==> config.mk <==
export PLATFORM = sky130hd
export DESIGN_NAME = cen_sequencer_sync
export DESIGN_NICKNAME = d
export VERILOG_FILES = /design/src/rtl/cen_sequencer_sync.sv
export SDC_FILE = /design/constraint.sdc
export NUM_CORES = 1
export LEC_CHECK = 0
export ABC_AREA = 0
export CAP_MARGIN = 10
export CORE_MARGIN = 3
export CORE_UTILIZATION = 57
export DETAILED_ROUTE_END_ITERATION = 10
export PLACE_DENSITY = 0.82
export SLEW_MARGIN = 15
export SYNTH_ARGS = -nofsm -noshare
export SYNTH_HDL_FRONTEND = slang
export SYNTH_SLANG_ARGS = --single-unit
==> constraint.sdc <==
create_clock -name Clk -period 4.5 [get_ports Clk]
set_clock_uncertainty 0.15 [all_clocks]
set_input_delay 0.45 -clock Clk [delete_from_list [all_inputs] [get_ports Clk]]
set_output_delay 0.45 -clock Clk [all_outputs]
set_load 0.02 [all_outputs]
==> src/rtl/cen_sequencer_sync.sv <==
// Multi-channel clock-enable sequencer: per-channel divided square-wave Cen outputs
// with phase preload, wrap-synchronous divisor updates and an orderly drain on Stop.
module cen_sequencer_sync #(
  parameter int CHANNELS = 4,
  parameter int DIVW     = 8
) (
  input  logic                     Clk,
  input  logic                     Reset,
  input  logic                     Start,
  input  logic                     Stop,
  input  logic [CHANNELS*DIVW-1:0] Div,
  input  logic [CHANNELS*DIVW-1:0] Phase,
  output logic [CHANNELS-1:0]      Cen,
  output logic [CHANNELS-1:0]      Tick,
  output logic                     Running,
  output logic                     Busy,
  output logic [1:0]               dbg_state
);

  typedef enum logic [1:0] {
    IDLE  = 2'd0,
    LOAD  = 2'd1,
    RUN   = 2'd2,
    DRAIN = 2'd3
  } state_t;

  state_t state;

  logic [DIVW-1:0]     div_a   [CHANNELS];
  logic [DIVW-1:0]     phase_a [CHANNELS];
  logic [DIVW-1:0]     s_q     [CHANNELS];
  logic [DIVW-1:0]     c_q     [CHANNELS];
  logic [DIVW-1:0]     s_n     [CHANNELS];
  logic [DIVW-1:0]     c_n     [CHANNELS];
  logic [CHANNELS-1:0] frz_q;
  logic [CHANNELS-1:0] frz_n;
  logic [CHANNELS-1:0] cen_n;
  logic [CHANNELS-1:0] tick_n;
  logic                draining;

  genvar g;
  generate
    for (g = 0; g < CHANNELS; g++) begin : g_unpack
      assign div_a[g]   = Div[g*DIVW +: DIVW];
      assign phase_a[g] = Phase[g*DIVW +: DIVW];
    end
  endgenerate

  // High time of a period S+1 is ceil((S+1)/2); one extra bit keeps S = max from overflowing.
  function automatic logic [DIVW:0] high_len(input logic [DIVW-1:0] s);
    high_len = ({1'b0, s} + (DIVW+1)'(2)) >> 1;
  endfunction

  always_ff @(posedge Clk or posedge Reset) begin
    if (Reset) begin
      state <= IDLE;
    end else begin
      case (state)
        IDLE:    if (Start && !Stop) state <= LOAD;
        LOAD:    state <= RUN;
        RUN:     if (Stop) state <= DRAIN;
        DRAIN:   if (&frz_q) state <= IDLE;
        default: state <= IDLE;
      endcase
    end
  end

  // The Stop cycle in RUN already counts as the first drain step.
  assign draining = (state == DRAIN) || ((state == RUN) && Stop);

  always_comb begin
    for (int i = 0; i < CHANNELS; i++) begin
      c_n[i]   = c_q[i];
      s_n[i]   = s_q[i];
      frz_n[i] = frz_q[i];
      case (state)
        IDLE: begin
          c_n[i]   = '0;
          frz_n[i] = 1'b0;
        end
        LOAD: begin
          s_n[i]   = div_a[i];
          c_n[i]   = (phase_a[i] > div_a[i]) ? '0 : phase_a[i];
          frz_n[i] = 1'b0;
        end
        default: begin
          if (draining) begin
            if (frz_q[i] || (s_q[i] == '0) || (c_q[i] == s_q[i])) begin
              c_n[i]   = '0;
              frz_n[i] = 1'b1;
            end else begin
              c_n[i] = c_q[i] + DIVW'(1);
            end
          end else if (c_q[i] == s_q[i]) begin
            c_n[i] = '0;
            s_n[i] = div_a[i];
          end else begin
            c_n[i] = c_q[i] + DIVW'(1);
          end
        end
      endcase
      cen_n[i]  = frz_n[i] || ({1'b0, c_n[i]} < high_len(s_n[i]));
      tick_n[i] = (state != IDLE) && Cen[i] && !cen_n[i];
    end
  end

  always_ff @(posedge Clk or posedge Reset) begin
    if (Reset) begin
      for (int i = 0; i < CHANNELS; i++) begin
        c_q[i] <= '0;
        s_q[i] <= '0;
      end
      frz_q <= '0;
      Cen   <= '1;
      Tick  <= '0;
    end else begin
      for (int i = 0; i < CHANNELS; i++) begin
        c_q[i] <= c_n[i];
        s_q[i] <= s_n[i];
      end
      frz_q <= frz_n;
      Cen   <= cen_n;
      Tick  <= tick_n;
    end
  end

  assign Running   = (state == RUN) || (state == DRAIN);
  assign Busy      = (state != IDLE);
  assign dbg_state = state;

endmodule

==> results of run 1 <==
## registers in the layout (all words and copies together), names as in the netlist
name	cells
c_q	32
s_q	32
Cen	4
Tick	4
frz_q	4
dbg_state	2
## layout by cell type, fill, tap and decap left out, types with 9 or more instances in the layout
master / netlist / layout
clkdlybuf4s50_1: 0 / 79
dfrtp_1: 74 / 74
ha_1: 72 / 72
nand2_1: 64 / 64
inv_1: 55 / 54
xnor2_1: 43 / 43
o21ai_0: 42 / 41
nor2_1: 40 / 40
a21oi_1: 32 / 32
xor2_1: 32 / 32
nand4_1: 24 / 24
nand3_1: 23 / 23
a22o_1: 21 / 21
a21o_1: 17 / 17
nor4_1: 12 / 12
clkbuf_8: 3 / 10
buf_4: 1 / 10
nor2b_1: 9 / 9
## worst max-delay path: stages (launching register included)
cell,delay [ns]
dfrtp_1,0.43
inv_1,0.09
ha_1,0.27
a21oi_2,0.37
nor2_1,0.25
nor2_8,0.16
o21ai_4,0.11
a22o_2,0.31
ha_1,0.22
nand4_1,0.10
xor2_1,0.16
ha_1,0.26
nor2b_1,0.13
o21ai_0,0.13
or2b_2,0.32
or3_4,0.38
o311a_1,0.29
## power by group through the flow
stage | registers (mW) | logic (mW) | clock network [mW]
global placement | 1.40 | 3.38 | 0
global route | 1.46 | 4.06 | 0.596
detailed placement | 1.42 | 3.56 | 0
finish | 1.42 | 3.63 | 0.563
floorplan | 1.35 | 2.67 | 0
CTS | 1.41 | 3.60 | 0.566
## final timing paths
kind                                          start                end  slack (ns)  cells after the start
max reg2reg                dbg_state[0]$_DFFE_PP0P_  Tick[0]$_DFF_PP0_        0.25                     16
max in group asynchronous                     Reset   Cen[2]$_DFF_PP1_        2.85                      3
min reg2reg                        Cen[2]$_DFF_PP1_  Tick[2]$_DFF_PP0_        0.35                      2
min in group asynchronous                     Reset  c_q[25]$_DFF_PP0_        0.42                      2
min                                Cen[2]$_DFF_PP1_  Tick[2]$_DFF_PP0_        0.35                      2
max                        dbg_state[0]$_DFFE_PP0P_  Tick[0]$_DFF_PP0_        0.25                     16
## layout make-up
type | instances | area share
clock buffers | 10 | 0.0187
inverters | 57 | 0.0295
well taps | 136 | 0.0232
repair buffers | 89 | 0.118
multi-input cells | 534 | 0.535
clock inverters | 6 | 0.00971
flip-flops and latches | 78 | 0.266
## cells by family (layout without fill, tap and decap cells)
logic type,Yosys count,count (layout),synth area share
compound gates,180,180,0.206
fa+ha+maj,72,72,0.146
xor+xnor,75,75,0.106
buf+inv,65,162,0.0466
simple gates,207,207,0.178
flops,78,78,0.317
## metal layers
layer | vias up | track usage | wire length (um)
li1 | 2640 | - | -
met1 | 2680 | 0.379 | 7060
met2 | 224 | 0.496 | 8410
met3 | 35 | 0.0542 | 1200
met4 | 0 | 0.109 | 380
met5 | - | 0 | 0
==> impl_results.md, run 1 <==
- CTS tree: done
- Initial core utilization: 0.592
- Post-synth ARST share: 1.00
- Sw Share: 0.484
- Clock Path Buffers: 2
- Post-synth EDFFs: 0
- First-pass iteration count of the detailed router: 5
- Setup crit end kind: flop
- Final Hold Viols: 0
- Critical Path AT: 4.34 ns
- Setup Fix Bufs, Post-CTS: 0
- Synth top cells by count: dfrtp_1 (74), ha_1 (72), nand2_1 (64), inv_1 (55), xnor2_1 (43)
- Hold WC Path Type: reg -> reg
- Synthesis-stage register bit count: 78
- DRC violations left: 0
- First-pass GRT wire length: 27900 um
- RSZ-0062 raised after global routing: no
- Cell Count, Final, Fillers Out: 910
- HPWL after DPL: 13400 um
- Antenna violations before repair: 0
- Grt total ovfl: 0
- Avg Cell Area, Syn: 9.12 um^2
- Design Area, Final: 7350 um^2
- Clock root buffer: clkbuf_8
- Clock Power Share: 0.100
- Maximum clock frequency: 235 MHz
- Top FF cell, synth: dfrtp_1
- Psw: 2.72 mW
- CTS buffer count: 9
- Mapped Cells: 677
- Die Width: 110 um
- Sequential element share of the synthesized area: 0.317
- Placed inst area: 7130 um^2
- Post-CTS Hold Fix Bufs: 0
- Routed vias: 5579
- Worst-skew pair later-pin latency: 0.36 ns
- Antenna Nets Post-Route: 0
- Synthesized area: 6170 um^2
- Ys Warns: 0
- Comb pwr share: 0.647
- Worst vdd rail ir drop: 0.434 mV
- Internal: 2.90 mW
- Kind of critical path: reg -> reg
- Area growth syn-to-layout: 19.0%
- Rows: 37
- Layout cells sized above 1: 0.0917
- Ports: 80
- Final Slew Violations: 0
- Count of input and output buffers: 79
- # H-tree levels: 3
- Cell Pwr Density: 764 nW/um^2
- Setup WS pre-CTS: 0.0925 ns
- Top-count cell post-synth: dfrtp_1
- Worst-path clk slew: 0.09 ns
- Slew HR: 0.414
- ANT cells: 0
- CTS-repair resized insts: 0
- Worst-Margin Slew: 0.878 ns
- Placed cell count: 894
- Largest net degree at the start of global routing: 51
- CP Data Required Time: 4.59 ns
- Die height: 110 um
- Post-layout util: 0.705
- Detailed Route Iter0 Violations: 324
- Synth Net Count: 817
- Sequential cell area: 1960 um^2
- Gp weighted congestion: 0.934
- Final Setup Violations: 0
- Core ar.: 10400 um^2
- Gr usage total: 0.295
- Routed WL: 17100 um
- Top cells by area, synth: dfrtp_1 (30%), ha_1 (15%), xnor2_1 (6.1%)
- Cell variety after synth: 76
- Sequential share of power: 0.252
- Crit start category: flop
- Fin nets: 909
- Via/cell ratio: 6.13
- Tmin final: 4.25 ns
- Status: complete, no violations
- Fin Hold WS: 0.346 ns
- TNS Setup: 0 ns
- Setup slack after layout: 0.248 ns
- Fillcell total: 828
- Die area: 12100 um^2
- Peak fanout along the critical path: 8
- Post-synth top area cell: dfrtp_1
- Clock sink count: 78
- Area share of the largest cell type after synthesis: 0.300
- Multi-input logic area: 3930 um^2
- Max-cap viol count: 0
- Leak: 3.28 nW
- Vias in the first global route: 5785
- Final Cycle Share: 0.945
- Total power: 5.61 mW
- Wirelength per Cell: 18.7 um
(Power assumes the default switching activity.)
==> run 2, diff against run 1 <==
--- a/config.mk
+++ b/config.mk
@@ -8,9 +8,11 @@
 export ABC_AREA = 0
 export CAP_MARGIN = 10
 export CORE_MARGIN = 3
-export CORE_UTILIZATION = 57
+export CORE_UTILIZATION = 58
+export CTS_BUF_LIST = sky130_fd_sc_hd__clkbuf_2 sky130_fd_sc_hd__clkbuf_4 sky130_fd_sc_hd__clkbuf_8
 export DETAILED_ROUTE_END_ITERATION = 10
-export PLACE_DENSITY = 0.82
+export HOLD_SLACK_MARGIN = 0.02
+export PLACE_DENSITY = 0.83
 export SLEW_MARGIN = 15
 export SYNTH_ARGS = -nofsm -noshare
 export SYNTH_HDL_FRONTEND = slang
==> impl_results.md, run 2 (synthesis gave the netlist of run 1 again) <==
- Status: complete, no violations
- Maximum clock frequency: 236 MHz
- HPWL after DPL: 13600 um
- Psw: 2.72 mW
- Gp weighted congestion: 0.969
- # H-tree levels: 3
- Initial core utilization: 0.598
- CTS tree: done
- Antenna violations before repair: 0
- Clock Path Buffers: 2
- Sequential share of power: 0.250
- Via/cell ratio: 6.15
- CTS buffer count: 9
- Setup WS pre-CTS: 0.120 ns
- Detailed Route Iter0 Violations: 417
- Fin nets: 914
- Tmin final: 4.24 ns
- Setup crit end kind: flop
- Final Setup Violations: 0
- Final Hold Viols: 0
- Sw Share: 0.477
- Vias in the first global route: 5704
- Clock root buffer: clkbuf_8
- Cell Pwr Density: 770 nW/um^2
- Post-CTS Hold Fix Bufs: 0
- Placed inst area: 7170 um^2
- Die Width: 109 um
- Routed vias: 5627
- Fin Hold WS: 0.308 ns
- Ports: 80
- Critical Path AT: 4.34 ns
- Crit start category: flop
- Peak fanout along the critical path: 8
- Count of input and output buffers: 79
- Die height: 109 um
- First-pass GRT wire length: 27600 um
- Kind of critical path: reg -> reg
- Critical Path Source: dbg_state[0]$_DFFE_PP0P_
- Reg2Reg Launch Point: dbg_state[0]$_DFFE_PP0P_
- Antenna Nets Post-Route: 0
- Leak: 3.33 nW
- Clock sink count: 78
- Max-cap viol count: 0
- Slew HR: 0.536
- Fillcell total: 794
- Design Area, Final: 7400 um^2
- Comb pwr share: 0.643
- Commonest cells after routing, fill and taps aside: clkdlybuf4s50_1 (79), dfrtp_1 (74), ha_1 (72), nand2_1 (64), inv_1 (54)
- Worst-path clk slew: 0.09 ns
- Core ar.: 10300 um^2
- First-pass iteration count of the detailed router: 6
- ANT cells: 0
- Grt total ovfl: 0
- Routed WL: 16900 um
- Top flop regs: c_q: 32 flops, s_q: 32 flops
- Leading cell type in the layout, fill and taps excluded: clkdlybuf4s50_1
- Internal: 2.98 mW
- Die area: 11900 um^2
- Setup slack after layout: 0.264 ns
- Clock Power Share: 0.107
- DRC violations left: 0
- Worst-skew pair later-pin latency: 0.38 ns
- Layout cells sized above 1: 0.0988
- Largest net degree at the start of global routing: 54
- Final Cycle Share: 0.941
- Wirelength per Cell: 18.5 um
- Worst vdd rail ir drop: 0.454 mV
- Worst-Margin Slew: 0.697 ns
- Final Slew Violations: 0
- Rows: 37
- Gr usage total: 0.298
- Post-layout util: 0.717
- Setup Fix Bufs, Post-CTS: 0
- Area growth syn-to-layout: 19.9%
- Hold WC Path Type: in -> async
- TNS Setup: 0 ns
- CTS-repair resized insts: 0
- RSZ-0062 raised after global routing: no
- CP Data Required Time: 4.60 ns
-- run 2: cell type report --
| cell class | count | area, um^2 | share of cell area |
|---|---|---|---|
| repair buffers | 94 | 903 | 0.122 |
| clock buffers | 11 | 139 | 0.0188 |
| well taps | 136 | 170 | 0.0230 |
| inverters | 57 | 214 | 0.0289 |
| flip-flops and latches | 78 | 1960 | 0.265 |
| clock inverters | 5 | 82.6 | 0.0112 |
| multi-input cells | 534 | 3930 | 0.532 |
-- run 2: worst paths after layout --
kind,end,slack [ns],cells after the start
setup / recovery,Tick[0]$_DFF_PP0_,0.26,18
hold reg to reg,Tick[3]$_DFF_PP0_,0.36,2
hold / removal,c_q[16]$_DFF_PP0_,0.31,2
setup reg to reg,Tick[0]$_DFF_PP0_,0.26,18
max in group asynchronous,s_q[5]$_DFF_PP0_,2.76,3
min in group Clk,Tick[3]$_DFF_PP0_,0.36,2
-- run 2: power by group through the flow --
stage	clock network, mW	registers, mW	logic [mW]
finish	0.610	1.43	3.66
global route	0.645	1.46	4.09
CTS	0.613	1.41	3.63
detailed placement	0	1.42	3.61
global placement	0	1.40	3.43
floorplan	0	1.35	2.67
-- run 2: metrics by stage --
step | std cells | total power, mW
after floorplan | 677 | 4.02
after global placement | 899 | 4.83
after detailed placement | 899 | 5.02
after CTS | 915 | 5.65
after global routing | 915 | 6.19
final | 915 | 5.70
-- run 2: critical path: stages, from the launching register on --
cell and delay (ns):
dfrtp_1 0.48, inv_1 0.10, ha_1 0.28, a21oi_2 0.17, buf_4 0.19, nor2_1 0.07
buf_4 0.16, nor2_8 0.11, o21ai_4 0.11, a22o_4 0.29, ha_1 0.25, nand4_1 0.10
xor2_1 0.17, ha_1 0.26, nor2b_1 0.13, o21ai_0 0.11, or2b_2 0.31, or3_4 0.38
o311a_1 0.29
-- run 2: routing by layer --
| layer | GRT usage | routed length [um] | vias up |
|---|---|---|---|
| li1 | - | - | 2654 |
| met1 | 0.381 | 7090 | 2661 |
| met2 | 0.502 | 8240 | 267 |
| met3 | 0.0574 | 1180 | 45 |
| met4 | 0.108 | 430 | 0 |
| met5 | 0 | 0 | - |
